**src/rtl/imem_loader.sv**
```systemverilog
// Byte-stream boot loader: assembles little-endian words and writes them to instruction memory.
// Best case 4 cycles per header and 5 cycles per word; rx_ready drops during writes and outside a load.
module imem_loader #(
    parameter logic [31:0] BASE_ADDR = 32'h0000_0000,
    parameter logic [31:0] MAX_WORDS = 32'h0800_0000
) (
    input  logic        clk,
    input  logic        rst,
    input  logic        start,
    input  logic [7:0]  rx_data,
    input  logic        rx_valid,
    output logic        rx_ready,
    output logic        MemWrite,
    output logic [31:0] WAddr,
    output logic [31:0] WData,
    output logic        busy,
    output logic        done,
    output logic        error,
    output logic        core_hold
);

    typedef enum logic [2:0] {
        S_IDLE,
        S_HDR,
        S_DATA,
        S_WR,
        S_DONE,
        S_ERR
    } state_t;

    state_t      r_state;
    logic [1:0]  r_byte_cnt;
    logic [31:0] r_shift;
    logic [31:0] r_len;
    logic [31:0] r_word_idx;
    logic        r_rx_ready;
    logic        r_memwrite;
    logic [31:0] r_waddr;
    logic [31:0] r_wdata;
    logic        r_busy;
    logic        r_done;
    logic        r_error;
    logic        r_core_hold;

    logic        w_xfer;
    logic        w_last_byte;
    logic [31:0] w_shift_next;
    logic        w_len_bad;

    assign w_xfer       = rx_valid & r_rx_ready;
    assign w_last_byte  = (r_byte_cnt == 2'd3);
    // Shifting in from the top leaves the first byte of four in bits [7:0].
    assign w_shift_next = {rx_data, r_shift[31:8]};
    assign w_len_bad    = (w_shift_next == 32'd0) || (w_shift_next > MAX_WORDS);

    always_ff @(posedge clk or negedge rst) begin
        if (!rst) begin
            r_state     <= S_IDLE;
            r_byte_cnt  <= 2'd0;
            r_shift     <= 32'd0;
            r_len       <= 32'd0;
            r_word_idx  <= 32'd0;
            r_rx_ready  <= 1'b0;
            r_memwrite  <= 1'b0;
            r_waddr     <= 32'd0;
            r_wdata     <= 32'd0;
            r_busy      <= 1'b0;
            r_done      <= 1'b0;
            r_error     <= 1'b0;
            r_core_hold <= 1'b0;
        end else begin
            r_memwrite <= 1'b0;
            case (r_state)
                S_IDLE, S_DONE, S_ERR: begin
                    if (start) begin
                        r_state     <= S_HDR;
                        r_byte_cnt  <= 2'd0;
                        r_rx_ready  <= 1'b1;
                        r_busy      <= 1'b1;
                        r_core_hold <= 1'b1;
                        r_done      <= 1'b0;
                        r_error     <= 1'b0;
                    end
                end
                S_HDR: begin
                    if (w_xfer) begin
                        r_shift    <= w_shift_next;
                        r_byte_cnt <= r_byte_cnt + 2'd1;
                        if (w_last_byte) begin
                            if (w_len_bad) begin
                                r_state    <= S_ERR;
                                r_rx_ready <= 1'b0;
                                r_busy     <= 1'b0;
                                r_error    <= 1'b1;
                            end else begin
                                r_state    <= S_DATA;
                                r_len      <= w_shift_next;
                                r_word_idx <= 32'd0;
                            end
                        end
                    end
                end
                S_DATA: begin
                    if (w_xfer) begin
                        r_shift    <= w_shift_next;
                        r_byte_cnt <= r_byte_cnt + 2'd1;
                        if (w_last_byte) begin
                            r_state    <= S_WR;
                            r_rx_ready <= 1'b0;
                            r_memwrite <= 1'b1;
                            // Address arithmetic wraps modulo 2^32 by construction.
                            r_waddr    <= BASE_ADDR + (r_word_idx << 2);
                            r_wdata    <= w_shift_next;
                        end
                    end
                end
                S_WR: begin
                    r_word_idx <= r_word_idx + 32'd1;
                    r_byte_cnt <= 2'd0;
                    if (r_word_idx == r_len - 32'd1) begin
                        r_state     <= S_DONE;
                        r_busy      <= 1'b0;
                        r_core_hold <= 1'b0;
                        r_done      <= 1'b1;
                    end else begin
                        r_state    <= S_DATA;
                        r_rx_ready <= 1'b1;
                    end
                end
                default: begin
                    r_state     <= S_IDLE;
                    r_rx_ready  <= 1'b0;
                    r_busy      <= 1'b0;
                    r_done      <= 1'b0;
                    r_error     <= 1'b0;
                    r_core_hold <= 1'b0;
                end
            endcase
        end
    end

    assign rx_ready  = r_rx_ready;
    assign MemWrite  = r_memwrite;
    assign WAddr     = r_waddr;
    assign WData     = r_wdata;
    assign busy      = r_busy;
    assign done      = r_done;
    assign error     = r_error;
    assign core_hold = r_core_hold;

endmodule

```
**config.mk**
```make
export PLATFORM = sky130hd
export DESIGN_NAME = imem_loader
export DESIGN_NICKNAME = d
export VERILOG_FILES = /design/src/rtl/imem_loader.sv
export SDC_FILE = /design/constraint.sdc
export NUM_CORES = 1
export LEC_CHECK = 0
export CELL_PAD_IN_SITES_DETAIL_PLACEMENT = 1
export CELL_PAD_IN_SITES_GLOBAL_PLACEMENT = 1
export CORE_MARGIN = 2
export CORE_UTILIZATION = 44
export CTS_BUF_LIST = sky130_fd_sc_hd__clkbuf_16
export CTS_CLUSTER_SIZE = 40
export DETAILED_ROUTE_END_ITERATION = 16
export MAX_ROUTING_LAYER = met4
export PLACE_DENSITY_LB_ADDON = 0.12
export SLEW_MARGIN = 20
export SYNTH_ARGS = -nofsm -noshare
export SYNTH_HDL_FRONTEND = slang
export SYNTH_SLANG_ARGS = --single-unit
```
**constraint.sdc**
```tcl
create_clock -name clk -period 3.55 [get_ports clk]
set_clock_uncertainty 0.2 [all_clocks]
set_input_delay 0.71 -clock clk [delete_from_list [all_inputs] [get_ports clk]]
set_output_delay 0.71 -clock clk [all_outputs]
set_load 0.01 [all_outputs]
```
==> metrics.cfg, run 1 <==
[status]
status = complete, no violations

[global_routing]
grt_pass1_wl_um = 37400
gr-usage-all-layers_pct = 25.2
grt_pass1_vias = 6830
grt_max_degree = 66
grt-ovfl-total = 0
antenna_found_initial = 0

[logic_synthesis]
yosys.area.top_type = dfrtp_1
syn_inst = 814
avgSynthCellArea_sq_um = 9.75
synth_area_leaders = dfrtp_1, nand2_1, xnor2_1
yosysTopAreaCellShare_pct = 50.7
syn_area_sq_um = 7940
synth_flop_cell = dfrtp_1
ys_warn_count = 0
ys_seq_elements = 161
synth_edf_count = 0
synthArstFlopShare_pct = 100
synthDistinctLibCells = 69
synth_sequential_area_ratio_pct = 50.7

[pwr]
total_leakage_power_nw = 4.32
p_seq_share_pct = 48.4
p_int_mw = 3.48
swShare_pct = 30.0
vdd_drop_max_uv = 322
power_frac_comb_pct = 13.6
switchingPower_mw = 1.49
finalPower_mw = 4.97
power.density_nw_per_um2 = 516
p_clk_share_pct = 38.0

[drt]
wl_um = 22700
ant_nets = 0
wire_per_inst_um = 20.1
drt_first_pass_iters = 4
via_count = 6427
drt_iter0_drc = 288
drcViolationCount = 0
via_per_inst = 5.69

[run]
drv_cap = 0

[clock_network]
post_cts_buffers = 0
cts_buffer_depth = 2
clk_latency_ns = 0.44
cts_sinks = 161
cts_hold_buffers = 0
cts.repair.resized = 0
htree_levels = 4
clk_pin_slew_ns = 0.06
numCtsBuffers = 17
cts_tree = built
ctsRootBufferMaster = clkbuf_16

[critical_path]
max_stage_delay_ns = 0.54
ff2ff_path_depth = 10
critPathSlowestCell = or4_1
worstPathMaxFanout = 8
path_cells = inv_1 -> ha_1 -> nor2b_1 -> nand4_1 -> or4_1 -> a2111oi_2 -> o2111ai_1 -> nor4_2 -> buf_4 -> o22ai_1
critical_path.startpoint_type = flip-flop
endpoint_kind = flip-flop
arrival_ns = 3.44
crit_type = reg -> reg
cp.required_ns = 3.63

[floorplan]
die_w_um = 138
die_area_sq_um = 19100
io_pins = 82
initial_utilization_pct = 44.5
num_rows = 49
coreArea_sq_um = 17800
die_h_um = 138

[sta]
worstMarginPinSlew_ns = 0.728
finalCritPeriodShare_pct = 94.6
fmax_mhz = 298
finalSetupViolCount = 0
report.final.slew_viol_count = 0
slew_headroom_pct = 51.5
rsz0062_at_grt = false
setup_ws_ns = 0.192
period_needed_ns = 3.36
finalHoldViolCount = 0

[place]
dpl-instance-area_sq_um = 9040
place.gp.congestion = 0.967
dp_hpwl_um = 16100
dp.cells = 1097
place_ws_ns = -0.0264
portBuffers = 79

[finish]
syn_to_final_growth_pct = 21.4
final_cells = 1129
multi_input_area_sq_um = 3650
fin_area_sq_um = 9640
fillCellCount = 1990
insertedDiodeCount = 0
final_nets = 902
drive_gt1_share_pct = 10.9
regArea_sq_um = 4030

[worst_hold_path]
hold_class = in -> async

worst max-delay path, delay by kind of cell (launching register included):
kind,cells,cell delay (ns)
simple gates,4,1.26
compound gates,3,0.71
fa+ha+maj,1,0.32
flops,1,0.41
buf+inv,2,0.30
synth_stat cells, types with 7 or more instances:
master	instances
nand2_1	203
dfrtp_1	161
xnor2_1	52
nor2_1	42
clkbuf_1	37
nor4_1	30
mux2_1	25
mux2_2	25
nor3_1	24
nand4_1	18
xor2_1	16
nand3_1	14
inv_1	12
nor2b_1	11
o21ai_0	10
a21oi_1	9
nor4b_1	7
or4_1	7
path summary, 6_finish.rpt:
path,slack [ns],endpoint,startpoint
setup / recovery,0.19,busy,r_len[0]
hold / removal,0.08,r_word_idx[27],rst
setup reg to reg,0.19,busy,r_len[0]
hold reg to reg,0.27,WAddr[14],WAddr[14]
max in group asynchronous,2.17,r_shift[9],rst
min in group clk,0.27,WAddr[14],WAddr[14]
layout by cell type, fill, tap and decap left out, drive strengths merged, types with 9 or more instances in the layout:
| cell | n |
|---|---|
| a21oi | 9 |
| buf | 27 |
| clkbuf | 17 |
| clkdlybuf4s50 | 78 |
| dfrtp | 161 |
| inv | 16 |
| mux2 | 50 |
| nand2 | 203 |
| nand3 | 15 |
| nand4 | 18 |
| nor2 | 43 |
| nor2b | 11 |
| nor3 | 25 |
| nor4 | 35 |
| o21ai | 16 |
| xnor2 | 52 |
| xor2 | 16 |
cell type report:
type | instances | share of cell area (%)
sequential | 161 | 41.8
multi-input combinational | 589 | 37.9
timing repair buffer | 105 | 10.6
clock buffer | 17 | 4.41
tap | 229 | 2.97
clock inverter | 15 | 1.75
inverter | 13 | 0.506
stage by stage:
stage | utilization (%) | hold slack, ns | setup TNS, ns
final | 54.0 | 0.0760 | 0
after global placement | 50.7 | 0.257 | 0
after global routing | 54.0 | 0.119 | 0
after CTS | 54.0 | 0.0926 | 0
after floorplan | - | 0.214 | 0
after detailed placement | 50.7 | 0.262 | -0.0264
metal layers:
layer | track usage [%] | up-vias | share of wire (%)
li1 | - | 2961 | -
met1 | 32.4 | 3322 | 45
met2 | 41.7 | 117 | 50
met3 | 3.95 | 27 | 2.8
met4 | 7.09 | 0 | 1.6
met5 | - | - | 0
cell families (layout without fill, tap and decap cells):
group	count (synthesis)	in the layout	synth area share, %
and+or+nand+nor	390	390	23.8
DFF	161	161	50.7
AOI/OAI and AO/OA	76	76	6.87
xor gates and xnor gates	68	68	7.50
buffers and inverters	65	150	3.50
muxes	50	50	7.09
adders and majority gates	3	3	0.473
other	1	2	0.0472
flip-flops by register name, summed over array words and instances, names as in the netlist, 2 cells and up:
register / count
r_shift: 24
r_word_idx: 32
WAddr: 30
r_byte_cnt: 2
r_len: 32
r_state: 3
WData: 32
power groups by stage:
stage                     logic (mW)  registers, mW  clock network [mW]
after detailed placement       0.671           2.43                   0
after CTS                      0.684           2.40                1.91
after floorplan                0.470           2.24                   0
final                          0.676           2.41                1.89
after global placement         0.634           2.42                   0
after global routing           0.738           2.43                1.99
Note: power is estimated with default switching activity, not from simulation.
==> inputs of run 2 (changes only) <==
- CORE_UTILIZATION: 44 -> 40
- clock period: 3.55 -> 2.75 ns (I/O delays scaled with it)
==> metrics.cfg, run 2 (same netlist as run 1, synthesis figures left out) <==
[drt]
drcViolationCount = 0  ; unchanged
drt_first_pass_iters = 4  ; unchanged
wl_um = 29000  ; +28%
drt_iter0_drc = 326  ; +13%
via_per_inst = 5.37  ; -5.7%
ant_nets = 0  ; unchanged
wire_per_inst_um = 22.1  ; +9.7%
via_count = 7059  ; +9.8%

[sta]
setup_ws_ns = -0.169  ; -0.361 ns
setup_tns_ns = -4.53  ; -4.53 ns
finalSetupViolCount = 51  ; +51
worstMarginPinSlew_ns = 1.12  ; +0.391 ns
finalHoldViolCount = 0  ; unchanged
period_needed_ns = 2.92  ; -0.439 ns
report.final.slew_viol_count = 0  ; unchanged
rsz0062_at_grt = true
fmax_mhz = 343  ; +15%
slew_headroom_pct = 25.2  ; -26 points
finalCritPeriodShare_pct = 106  ; +12 points

[clock_network]
cts_buffer_depth = 2  ; unchanged
cts_tree = built
htree_levels = 4  ; unchanged
numCtsBuffers = 17  ; unchanged
cts_sinks = 161  ; unchanged
clk_pin_slew_ns = 0.08  ; +0.02 ns
clk_latency_ns = 0.44  ; about the same
ctsRootBufferMaster = clkbuf_16

[critical_path]
worstPathMaxFanout = 8  ; unchanged
arrival_ns = 3.04  ; -0.40 ns
endpoint_kind = flip-flop
timing.rr.start = r_shift[12]
crit_start = r_shift[12]
ff2ff_path_depth = 8  ; -2
crit_type = reg -> reg
critical_path.startpoint_type = flip-flop
cp.required_ns = 2.87  ; -0.76 ns

[floorplan]
die_w_um = 145  ; +4.7%
die_area_sq_um = 21000  ; +9.7%
coreArea_sq_um = 19500  ; +9.1%
num_rows = 51  ; +4.1%
initial_utilization_pct = 40.8  ; -3.7 points
io_pins = 82  ; unchanged
die_h_um = 145  ; +4.7%

[finish]
final_nets = 1052  ; +17%
syn_to_final_growth_pct = 48.9
layout_commonest_cell = nand2_1
mostFrequentLayoutCells = nand2_1, dfrtp_1, buf_4
postLayoutCoreUtil_pct = 60.8  ; +6.7 points
regArea_sq_um = 4030  ; about the same
fillCellCount = 2085  ; +4.8%
insertedDiodeCount = 0  ; unchanged
drive_gt1_share_pct = 32.9  ; +22 points
multi_input_area_sq_um = 4420  ; +21%

[run]
drv_cap = 0  ; unchanged

[pwr]
power.density_nw_per_um2 = 584  ; +13%
p_seq_share_pct = 41.9  ; -6.5 points
p_int_mw = 4.60  ; +32%
switchingPower_mw = 2.31  ; +55%
vdd_drop_max_uv = 343  ; +6.5%
power_frac_comb_pct = 23.2  ; +9.6 points
total_leakage_power_nw = 5.59  ; +30%
p_clk_share_pct = 34.9  ; -3.1 points
swShare_pct = 33.4  ; +3.4 points

[place]
dp_hpwl_um = 18900  ; +18%
place_ws_ns = -0.643  ; -0.617 ns
portBuffers = 79  ; unchanged
place.gp.congestion = 0.857  ; -11%

[global_routing]
grt-ovfl-total = 0  ; unchanged
grt_pass1_wl_um = 44400  ; +19%
grt_max_degree = 89  ; +35%
gr-usage-all-layers_pct = 28.9  ; +3.7 points
grt_pass1_vias = 7825  ; +15%
antenna_found_initial = 0  ; unchanged

[worst_hold_path]
hold_start = WAddr[8]
hold_path_depth = 2
hold_class = reg -> reg

[status]
status = complete, but fails checks
violations = setup timing

[run 2: cell types whose count changed in the layout (fill, tap and decap cells not counted), moves of 10 or more]
cell    delta
nor4_1    -20
nor3_4    +10
mux2_4    +25
nor3_1    -11
mux2_1    -25
buf_4    +117
nor4_4    +17
buf_6     +19
[run 2: area by class of cell]
type	count	area share, %
multi-input combinational	589	37.4
sequential	161	34.1
timing repair buffer	255	20.4
clock buffer	17	3.60
tap	265	2.80
clock inverter	15	1.38
inverter	13	0.413
[run 2: stage by stage]
| stage | hold WS, ns | instances | area (sq um) | total power, mW |
|---|---|---|---|---|
| 3_5_place_dp | 0.247 | 1239 | 9970 | 4.34 |
| 5_1_grt | 0.301 | 1315 | 11800 | 7.16 |
| 2_1_floorplan | 0.0544 | 815 | 7990 | 3.50 |
| 6_report | 0.277 | 1315 | 11800 | 6.91 |
| 4_1_cts | 0.281 | 1300 | 11500 | 6.84 |
| 3_3_place_gp | 0.238 | 1239 | 9970 | 4.26 |
[run 2: repair_timing]
item,4_1_cts,5_1_grt
pin swaps,49,56
cloned,6,1
endpoints found under the setup margin,68,68
hold buffers,1,0
gates resized for setup,109,62
setup buffers,23,20
hold endpoints to repair,25,0
[run 2: path summary, 6_finish.rpt]
path                       slack (ns)         to
min in group asynchronous        0.36  r_len[31]
setup / recovery                -0.17   r_len[9]
max in group asynchronous        1.15   r_len[4]
hold reg to reg                  0.28   WAddr[8]
setup reg to reg                -0.17   r_len[9]
hold / removal                   0.28   WAddr[8]
[run 2: routing by layer]
metal	up-vias	track usage (%)	wire length, um
li1	3253	-	-
met1	3613	35.6	12700
met2	151	49.3	14800
met3	42	3.88	805
met4	0	9.45	686
met5	-	-	0
[run 2: power groups by stage]
stage | clock network, mW | registers, mW | logic, mW
6_report | 2.41 | 2.89 | 1.60
5_1_grt | 2.53 | 2.92 | 1.71
4_1_cts | 2.44 | 2.87 | 1.54
3_5_place_dp | 0 | 2.88 | 1.46
3_3_place_gp | 0 | 2.86 | 1.39
2_1_floorplan | 0 | 2.89 | 0.610
[run 2: critical path: stages, from the launching register on]
cell and delay [ns]:
dfrtp_1 0.42, nor4_4 0.37, nand4_1 0.16, o21a_1 0.26
or3_4 0.41, nor3_4 0.32, buf_6 0.18, buf_12 0.15
mux2_4 0.32
